File: config.mk
export PLATFORM = sky130hd
export DESIGN_NAME = demux_rr_sched
export DESIGN_NICKNAME = d
export VERILOG_FILES = /design/src/rtl/demux_rr_sched.sv
export SDC_FILE = /design/constraint.sdc
export NUM_CORES = 1
export LEC_CHECK = 0
export CORE_MARGIN = 2
export CORE_UTILIZATION = 40
export DETAILED_ROUTE_END_ITERATION = 6
export PLACE_DENSITY_LB_ADDON = 0.3
export SLEW_MARGIN = 5
export SYNTH_ARGS = -nofsm -noshare
export SYNTH_HDL_FRONTEND = slang
export SYNTH_SLANG_ARGS = --single-unit
File: constraint.sdc
create_clock -name clk -period 2.4 [get_ports clk]
set_input_delay 0.36 -clock clk [delete_from_list [all_inputs] [get_ports clk]]
set_output_delay 0.36 -clock clk [all_outputs]
set_load 0.01 [all_outputs]
File: src/rtl/demux_rr_sched.sv
// Round-robin scheduler for the demux datapath.
// One valid/ready producer stream is spread across 2**SIZE_CTRL registered
// output lanes. Each lane has a one-word holding register. The scheduler
// drives the demux select (ctrl) and a valid/ready handshake toward each consumer.
module demux_rr_sched #(
    parameter int SIZE_CTRL = 2,
    parameter int WIRE      = 8
) (
    input  logic                            clk,
    input  logic                            reset,
    input  logic                            mode,
    input  logic                            in_valid,
    input  logic [WIRE-1:0]                 in_data,
    output logic                            in_ready,
    output logic [SIZE_CTRL-1:0]            ctrl,
    output logic [(2**SIZE_CTRL)*WIRE-1:0]  out_data,
    output logic [(2**SIZE_CTRL)-1:0]       out_valid,
    input  logic [(2**SIZE_CTRL)-1:0]       out_ready,
    output logic [15:0]                     xfer_cnt
);

    localparam int N = 2**SIZE_CTRL;

    logic [SIZE_CTRL-1:0] ptr;
    logic [SIZE_CTRL-1:0] sel;
    logic [SIZE_CTRL-1:0] idx;
    logic                 found;
    logic [N-1:0]         free;
    logic                 accept;

    // A lane is free when it is empty or its consumer drains it this cycle.
    always_comb begin
        free = ~out_valid | out_ready;
    end

    // Lane selection: strict uses ptr; skip searches upward from ptr with wrap.
    always_comb begin
        sel   = ptr;
        idx   = ptr;
        found = 1'b0;
        if (mode) begin
            for (int k = 0; k < N; k++) begin
                idx = ptr + SIZE_CTRL'(k);
                if (!found && free[idx]) begin
                    sel   = idx;
                    found = 1'b1;
                end
            end
        end
    end

    // Ready depends only on registered state, mode and out_ready, never on in_valid.
    always_comb begin
        in_ready = mode ? (|free) : free[ptr];
        ctrl     = sel;
        accept   = in_valid & in_ready;
    end

    // Lane registers: a load into a lane overrides a drain of that lane.
    always_ff @(posedge clk or posedge reset) begin
        if (reset) begin
            out_valid <= '0;
            out_data  <= '0;
        end else begin
            for (int i = 0; i < N; i++) begin
                if (accept && (sel == SIZE_CTRL'(i))) begin
                    out_valid[i]                <= 1'b1;
                    out_data[i*WIRE +: WIRE]    <= in_data;
                end else if (out_valid[i] && out_ready[i]) begin
                    out_valid[i]                <= 1'b0;
                end
            end
        end
    end

    // Pointer advances past the lane just loaded. The counter counts accepts modulo 2**16.
    always_ff @(posedge clk or posedge reset) begin
        if (reset) begin
            ptr      <= '0;
            xfer_cnt <= '0;
        end else if (accept) begin
            ptr      <= sel + SIZE_CTRL'(1);
            xfer_cnt <= xfer_cnt + 16'd1;
        end
    end

endmodule
; ---- Word-level counts from Yosys, hierarchy flattened
; Index checks and enable logic that the tools add are counted.
[classes]
n_lt_le_gt_ge = 4
bitwise_logic = 3
muxes = 27
eq_ne = 3
n_reduce_logical = 20
n_addsub = 5
[ops]
columns = operator, count
row1 = $mux W1, 19
row2 = $add A16 B1 Y16 const B, 1
row3 = $lt A2 B3 Y1 const B, 4
row4 = $logic_and A1 B1 Y1, 11
row5 = $bmux W1 S2, 4
row6 = $mux W2, 4
row7 = $reduce_bool A2 Y1, 4
row8 = $add A2 B1 Y2 const B, 2
row9 = $add A2 B2 Y2 const B, 2
row10 = $eq A2 B2 Y1 const B, 2
row11 = $not A4 Y4, 1
row12 = $or A4 B4 Y4, 1
row13 = $reduce_or A4 Y1, 1
row14 = $logic_not A1 Y1, 3
row15 = $eq A2 B1 Y1 const B, 1
row16 = $logic_not A2 Y1, 1
row17 = $and A1 B1 Y1, 1
[word_totals]
ff_bits = 54
input_bits = 16
out_inout_bits = 55

; ---- Logic depth before layout (Yosys ltp)
; Gate-level depths: netlist of run 1.
[depth]
ltp_word = 21
depth_mapped = 8
mapped_depth_nobuf = 7

; ---- Least setup slack after synthesis of run 1
; OpenSTA, ideal clock, no wires.
[synth_path]
path_kind = input to register
from = input out_ready[2]
to = register out_data[24]
setup_time_ps = 125
path_buffers = 1
path_slack_ps = 125
t_required_ps = 2275
arrival_time_ps = 2150
cell_stages = 7
path_cell_list = and2b_4 -> o221ai_1 -> a31o_1 -> a211oi_4 -> and3_1 -> buf_6 -> mux2_4
[synth_between]
elab_chain_len = 19
elab_cells_between_ends = 30
classes_between = eq/ne: 1 / mux: 19 / bitwise: 2 / reduce/logical: 8
[synth_lines]
columns = item, line_no
row1 = from (decl), 18  ; input logic [(2**SIZE_CTRL)-1:0] out_ready,
row2 = $or A4 B4 Y4 (*), 33  ; free = ~out_valid | out_ready;
row3 = $bmux W1 S2, 44  ; if (!found && free[idx]) begin
row4 = $mux W1 (implied by the code), 44
row5 = $mux W1, 44
row6 = $mux W1, 41  ; if (mode) begin
row7 = $logic_not A1 Y1, 44
row8 = $logic_and A1 B1 Y1, 44
row9 = $mux W1, 44
row10 = (+4 left out), -
row11 = $mux W1, 41
row12 = $logic_not A1 Y1, 44
row13 = $logic_and A1 B1 Y1, 44
row14 = $mux W2 (*), 44
row15 = $mux W2 (*), 41
row16 = via ctrl[1], 15  ; output logic [SIZE_CTRL-1:0] ctrl,
row17 = $eq A2 B2 Y1 (*), 66  ; if (accept && (sel == SIZE_CTRL'(i))) begin
row18 = $logic_and A1 B1 Y1 (*), 66
row19 = "to (signal, indexed assignment)", 68  ; out_data[i*WIRE +: WIRE] <= in_data;
row20 = to (decl), 16  ; output logic [(2**SIZE_CTRL)*WIRE-1:0] out_data,
; Mark *: on every way through the listed nets, which the timed path passes. The rest lies on a longest branch. The select of a mux whose other input is x is not followed.
; A chain may end at the register's enable or synchronous reset.

; ---- Worst setup path in the final report of run 1
[layout_path]
from = register ptr[1]
to = register out_data[29]
[layout_between]
elab_chain_len = 18
elab_cells_between_ends = 31
classes_between = add/sub: 3 / eq/ne: 1 / mux: 19 / bitwise: 1 / reduce/logical: 7
[layout_lines]
columns = item, line_no
row1 = from (decl), 24  ; logic [SIZE_CTRL-1:0] ptr;
row2 = from (signal assigned), 82  ; ptr <= sel + SIZE_CTRL'(1);
row3 = $bmux W1 S2, "44, 54"
row4 = $mux W1 (implied by the code), "44, 54"
row5 = $mux W1, 44
row6 = $mux W1, 41
row7 = $logic_not A1 Y1, 44
row8 = $logic_and A1 B1 Y1, 44
row9 = $mux W1, 44
row10 = $mux W1, 41
row11 = (+2 left out), -
row12 = $mux W1, 44
row13 = $mux W1, 41
row14 = $logic_not A1 Y1, 44
row15 = $logic_and A1 B1 Y1, 44
row16 = $mux W2, 44
row17 = $mux W2, 41
row18 = $eq A2 B2 Y1, 66
row19 = $logic_and A1 B1 Y1 (*), 66
; Every way passes the cells marked *; elsewhere a longest branch is shown, timed or not. The select of a mux whose other input is x is not followed.

==> results.json, run 1 <==
{
  "critPathLaunchType": "flop",
  "diodes": 0,
  "hold_buffers": 0,
  "tightest_slew_ns": 0.489,
  "hp-class": "in -> async",
  "synth_top_area_share": 0.553,
  "dieArea_sq_um": 6750,
  "clock_sinks": 54,
  "timing.final.crit_share": 0.967,
  "synth_edf_count": 0,
  "path_clk_slew_ns": 0.09,
  "synthArstFlopShare": 1.00,
  "area_growth_pct": 48.9,
  "worstSetupEndpointType": "flop",
  "dr_wl_met3_um": 198,
  "required_ns": 2.59,
  "setup_violations": 0,
  "max-slew-margin-rel": 0.673,
  "grt_pass1_vias": 1721,
  "clk_latency_ns": 0.31,
  "status": "complete, no violations",
  "min_period_ns": 2.32,
  "syn_nets": 202,
  "cp.arrival_ns": 2.51,
  "r2r_slack_ns": 0.08,
  "slew_violations": 0,
  "coreArea_sq_um": 5920,
  "gr-usage-all-layers": 0.169,
  "ir_drop_mv": 0.689,
  "detail-route-antenna-nets": 0,
  "crit_end": "out_data[29]",
  "hold_violations": 0,
  "antenna_found_initial": 0,
  "overflow": 0,
  "finalWirelength_mm": 5.47,
  "viasPerCell": 4.93,
  "synth_flop_cell": "dfrtp_1",
  "ios": 71,
  "setup.worst_path.class": "reg -> reg",
  "reg2reg_depth": 9,
  "io_buffers": 70,
  "fin_cells": 359,
  "r2r-start": "ptr[1]",
  "root_buffer": "clkbuf_8",
  "timing.hold.ws_ns": 0.414,
  "dr_wl_met2_mm": 2.71,
  "synth_seq_area_share": 0.553,
  "setup_slack_ns": 0.0803,
  "drtIter0Drc": 74,
  "fmax_mhz": 431,
  "vias": 1771,
  "rsz0062_at_grt": "no",
  "ys_ff_latch": 54,
  "place_area_sq_um": 3420,
  "drive_gt1_frac": 0.335,
  "wire_per_inst_um": 15.2,
  "cts-buffers-inserted": 5,
  "wl_met1_mm": 2.48,
  "fp.dieH_um": 82.2,
  "cts_buffer_depth": 2,
  "fillCellCount": 476,
  "drv_cap": 0,
  "crit_fanout": 9,
  "drc": 0,
  "cellPowerDensity_nw_per_um2": 1250,
  "ys_warn_count": 0,
  "synth_area_leaders": "dfrtp_1, mux2_2, mux2_4, xnor2_1, nand2_1",
  "syn_inst": 185,
  "htree_num_levels": 2,
  "finClkSkew_ns": 0.0123,
  "synthDistinctLibCells": 39,
  "start_util": 0.413,
  "power_leakage_nw": 1.56,
  "cp-startpoint": "ptr[1]",
  "dr.max_layer_used": "met4",
  "grt_pass1_wl_mm": 8.56,
  "synth_area_leader_cell": "dfrtp_1",
  "rows": 28,
  "synth_area_sq_um": 2440,
  "die_width_um": 82.2,
  "design_area_sq_um": 3640,
  "place.gp.congestion": 0.799,
  "firstDrtPassIters": 4,
  "place_ws_ns": -0.410,
  "dp_cells": 347,
  "layout.nets": 300,
  "grt_max_degree": 55,
  "dp_hpwl_mm": 3.75,
  "cts_tree": "yes",
  "syn_area_per_cell_sq_um": 13.2,
  "final_util": 0.615,
  "r2r_end": "out_data[29]"
}
==> report_power, final <==
part / internal [mW] / leakage (nW) / switching [mW]
combinational: 1.45 / 0.844 / 0.906
clock: 0.311 / 0.0504 / 0.298
sequential: 1.30 / 0.664 / 0.306
==> worst min-delay path by stage <==
stage,startpoint,end,depth (start not counted)
global placement,xfer_cnt[15],xfer_cnt[15],1
finish,reset,xfer_cnt[9],3
detailed placement,xfer_cnt[15],xfer_cnt[15],1
floorplan,xfer_cnt[15],xfer_cnt[15],1
global route,reset,xfer_cnt[9],3
CTS,reset,out_data[19],3
==> layout by cell type (no fill, tap or decap), drive strengths merged, types with 5 or more instances in the layout <==
master,Yosys,layout
mux2,32,32
clkdlybuf4s50,0,65
dfrtp,54,54
buf,2,24
nand3,10,10
clkbuf,0,6
nand2b,5,5
xnor2,13,13
nor2,6,6
nand2,15,15
nor3,5,5
==> timing repair <==
action                     CTS  global route
setup endpoints to repair   24            42
setup buffers                4             0
pin swaps                    3             6
gates resized for setup     14            13
==> Yosys cell counts (3+ instances only) <==
| library cell | count |
|---|---|
| dfrtp_1 | 54 |
| mux2_2 | 24 |
| nand2_1 | 15 |
| xnor2_1 | 13 |
| nand3_1 | 9 |
| mux2_4 | 8 |
| nor2_1 | 6 |
| nand2b_1 | 5 |
| a21oi_1 | 4 |
| o21ai_0 | 4 |
| and3_1 | 3 |
| inv_1 | 3 |
| nand4_1 | 3 |
| or2_2 | 3 |
| xor2_1 | 3 |
==> final cells by class <==
type	instances	area (sq um)	area share
sequential	54	1350	0.372
multi-input combinational	125	1120	0.307
inverter	4	15.0	0.00413
tap	75	93.8	0.0258
clock buffer	5	68.8	0.0189
timing repair buffer	93	945	0.260
clock inverter	3	45.0	0.0124
==> metal layers <==
layer | vias up | global-route usage
met5 | - | 0
met4 | 0 | 0.0450
met3 | 7 | 0.0337
met2 | 42 | 0.279
met1 | 882 | 0.228
li1 | 840 | -
==> cell families (layout without fill, tap and decap cells) <==
family,count (synthesis),after routing,synth area share
AOI/OAI and AO/OA,14,14,0.0425
xor gates and xnor gates,16,16,0.0573
adders and majority gates,1,1,0.00512
buffers and inverters,6,105,0.0138
DFF,54,54,0.553
muxes,33,33,0.171
and+or+nand+nor,61,61,0.158
==> registers in the layout, indices dropped and copies added (netlist names) <==
| signal | cells |
|---|---|
| ptr | 2 |
| out_data | 32 |
| xfer_cnt | 16 |
| out_valid | 4 |
==> through the flow <==
stage | TNS, ns | power [mW]
5_1_grt | 0 | 4.83
2_1_floorplan | 0 | 2.64
6_report | 0 | 4.57
3_5_place_dp | -15.49 | 3.84
4_1_cts | -0.0751 | 4.55
3_3_place_gp | -14.32 | 3.80
==> worst max-delay path, cell delays in order (launching register included) <==
cell      delay, ns
dfrtp_1        0.49
or2_1          0.26
o221ai_2       0.20
nor3_2         0.07
buf_4          0.14
a211oi_4       0.28
buf_12         0.15
and3_4         0.18
buf_12         0.14
mux2_4         0.30
No activity file was read; power rests on OpenSTA's default activity.
==> inputs of run 2 (changes only) <==
--- a/config.mk
+++ b/config.mk
@@ -8,4 +8,5 @@
 export CORE_MARGIN = 2
 export CORE_UTILIZATION = 40
+export CTS_CLUSTER_SIZE = 16
 export DETAILED_ROUTE_END_ITERATION = 6
 export PLACE_DENSITY_LB_ADDON = 0.3
==> constraint.sdc (replaced) <==
create_clock -name clk -period 2.4 [get_ports clk]
set_input_delay 0.48 -clock clk [delete_from_list [all_inputs] [get_ports clk]]
set_output_delay 0.48 -clock clk [all_outputs]
set_load 0.01 [all_outputs]
==> results.json, run 2 (synthesis gave the netlist of run 1 again) <==
{
  "status": "complete, no violations",
  "overflow": 0,
  "cp_slowest_cell": "mux4_2",
  "hold_violations": 0,
  "cellPowerDensity_nw_per_um2": 1250,
  "path_cells": "or2b_4 > mux4_2 > nor2_2 > and2b_1 > buf_2",
  "finalWirelength_mm": 5.50,
  "coreArea_sq_um": 5920,
  "most-common-layout-cells": "clkdlybuf4s50_1, dfrtp_1, buf_4",
  "largest_reg_flops": 32,
  "grt_pass1_wl_mm": 9.00,
  "drc": 0,
  "design_area_sq_um": 3730,
  "clk_latency_ns": 0.30,
  "cp.depth": 5,
  "clock_sinks": 54,
  "detail-route-antenna-nets": 0,
  "multi_input_area_sq_um": 1150,
  "crit_family": "simple AND/OR/NAND/NOR gates",
  "hp-class": "reg -> reg",
  "rsz0062_at_grt": "yes",
  "dp_hpwl_mm": 3.74,
  "crit_fanout": 3,
  "io_buffers": 70,
  "p_int_mw": 3.15,
  "hold_buffers": 0,
  "swShare": 0.326,
  "die_width_um": 82.2,
  "dieArea_sq_um": 6750,
  "setup_violations": 0,
  "gr-usage-all-layers": 0.176,
  "firstDrtPassIters": 4,
  "power_leakage_nw": 1.63,
  "diodes": 0,
  "htree_num_levels": 2,
  "fmax_mhz": 428,
  "start_util": 0.413,
  "drive_gt1_frac": 0.357,
  "required_ns": 1.92,
  "top_register": "out_data",
  "place.gp.congestion": 0.820,
  "reg2reg_depth": 11,
  "cp_num_buf_inv": 1,
  "setup.worst_path.class": "reg -> out",
  "tightest_slew_ns": 0.374,
  "setup_slack_ns": 0.0648,
  "worstSetupEndpointType": "output port",
  "ir_drop_mv": 0.645,
  "layout_commonest_cell": "clkdlybuf4s50_1",
  "worst_hold_path.num_cells": 1,
  "drv_cap": 0,
  "root_buffer": "clkbuf_8",
  "place_ws_ns": -0.611,
  "seqPwrFrac": 0.338,
  "seqCellArea_sq_um": 1350,
  "cts_buffer_depth": 2,
  "critPathLaunchType": "flop",
  "grt_max_degree": 55,
  "p_sw_mw": 1.52,
  "final_util": 0.630,
  "layout.nets": 310,
  "min_period_ns": 2.34,
  "ios": 71,
  "slew_violations": 0,
  "timing.final.crit_share": 0.973,
  "cts-buffers-inserted": 5,
  "wire_per_inst_um": 14.9,
  "finClkSkew_ns": 0.00521,
  "biggestRegsByFlops": "out_data x32, xfer_cnt x16, out_valid x4",
  "grt_pass1_vias": 1905,
  "cp.arrival_ns": 1.86,
  "viasPerCell": 4.92,
  "place_area_sq_um": 3420,
  "timing.hold.ws_ns": 0.485,
  "area_growth_pct": 52.5,
  "drtIter0Drc": 76,
  "comb_power_share": 0.551,
  "clkPwrFrac": 0.111,
  "fillCellCount": 497,
  "antenna_found_initial": 0,
  "cts_tree": "yes",
  "vias": 1816,
  "max-slew-margin-rel": 0.750,
  "path_clk_slew_ns": 0.09,
  "slowest_delay_ns": 0.48,
  "rows": 28,
  "fp.dieH_um": 82.2
}
## run 2: repair_timing
item	4_1_cts	5_1_grt
endpoints found under the setup margin	50	20
gates resized for setup	32	16
pin swaps	8	1
setup buffers	8	1
cloned	1	0
## run 2: layout make-up
cell class	instances	area share
multi-input cells	125	0.308
repair buffers	103	0.275
clock inverters	2	0.00336
clock buffers	6	0.0222
well taps	75	0.0252
flip-flops and latches	54	0.363
inverters	4	0.00403
## run 2: path summary, 6_finish.rpt
kind / startpoint / slack (ns) / to
max: out_valid[0] / 0.06 / in_ready
min: xfer_cnt[15] / 0.48 / xfer_cnt[15]
max reg2reg: out_valid[0] / 0.09 / out_data[24]
min reg2reg: xfer_cnt[15] / 0.48 / xfer_cnt[15]
max in group asynchronous: reset / 1.62 / ptr[0]
min in group asynchronous: reset / 0.53 / xfer_cnt[11]
## run 2: power groups by stage
stage | Sequential [mW] | Clock [mW] | Combinational, mW
2_1_floorplan | 1.72 | 0 | 0.921
3_3_place_gp | 1.57 | 0 | 2.23
3_5_place_dp | 1.58 | 0 | 2.26
4_1_cts | 1.58 | 0.538 | 2.47
5_1_grt | 1.63 | 0.567 | 2.74
6_report | 1.58 | 0.517 | 2.57
## run 2: metrics by stage
| step | TNS, ns | instances | power [mW] |
|---|---|---|---|
| 6_report | 0 | 369 | 4.67 |
| 5_1_grt | -0.0781 | 369 | 4.94 |
| 4_1_cts | 0 | 368 | 4.59 |
| 3_5_place_dp | -26.40 | 351 | 3.84 |
| 3_3_place_gp | -24.34 | 351 | 3.81 |
| 2_1_floorplan | 0 | 185 | 2.64 |
## run 2: per-layer routing
metal	vias up	share of wire	GRT usage	wire, um
met3	11	0.035	0.0337	191
met5	-	0	0	0
met4	0	0.023	0.0733	126
met2	44	0.49	0.295	2690
met1	893	0.45	0.225	2490
li1	868	-	-	-
==> inputs of run 3 (changes only) <==
HOLD_SLACK_MARGIN = 0.12   (was default)
==> results of run 3 <==
No change in the layout: final DEF, timing and power equal those of run 2.
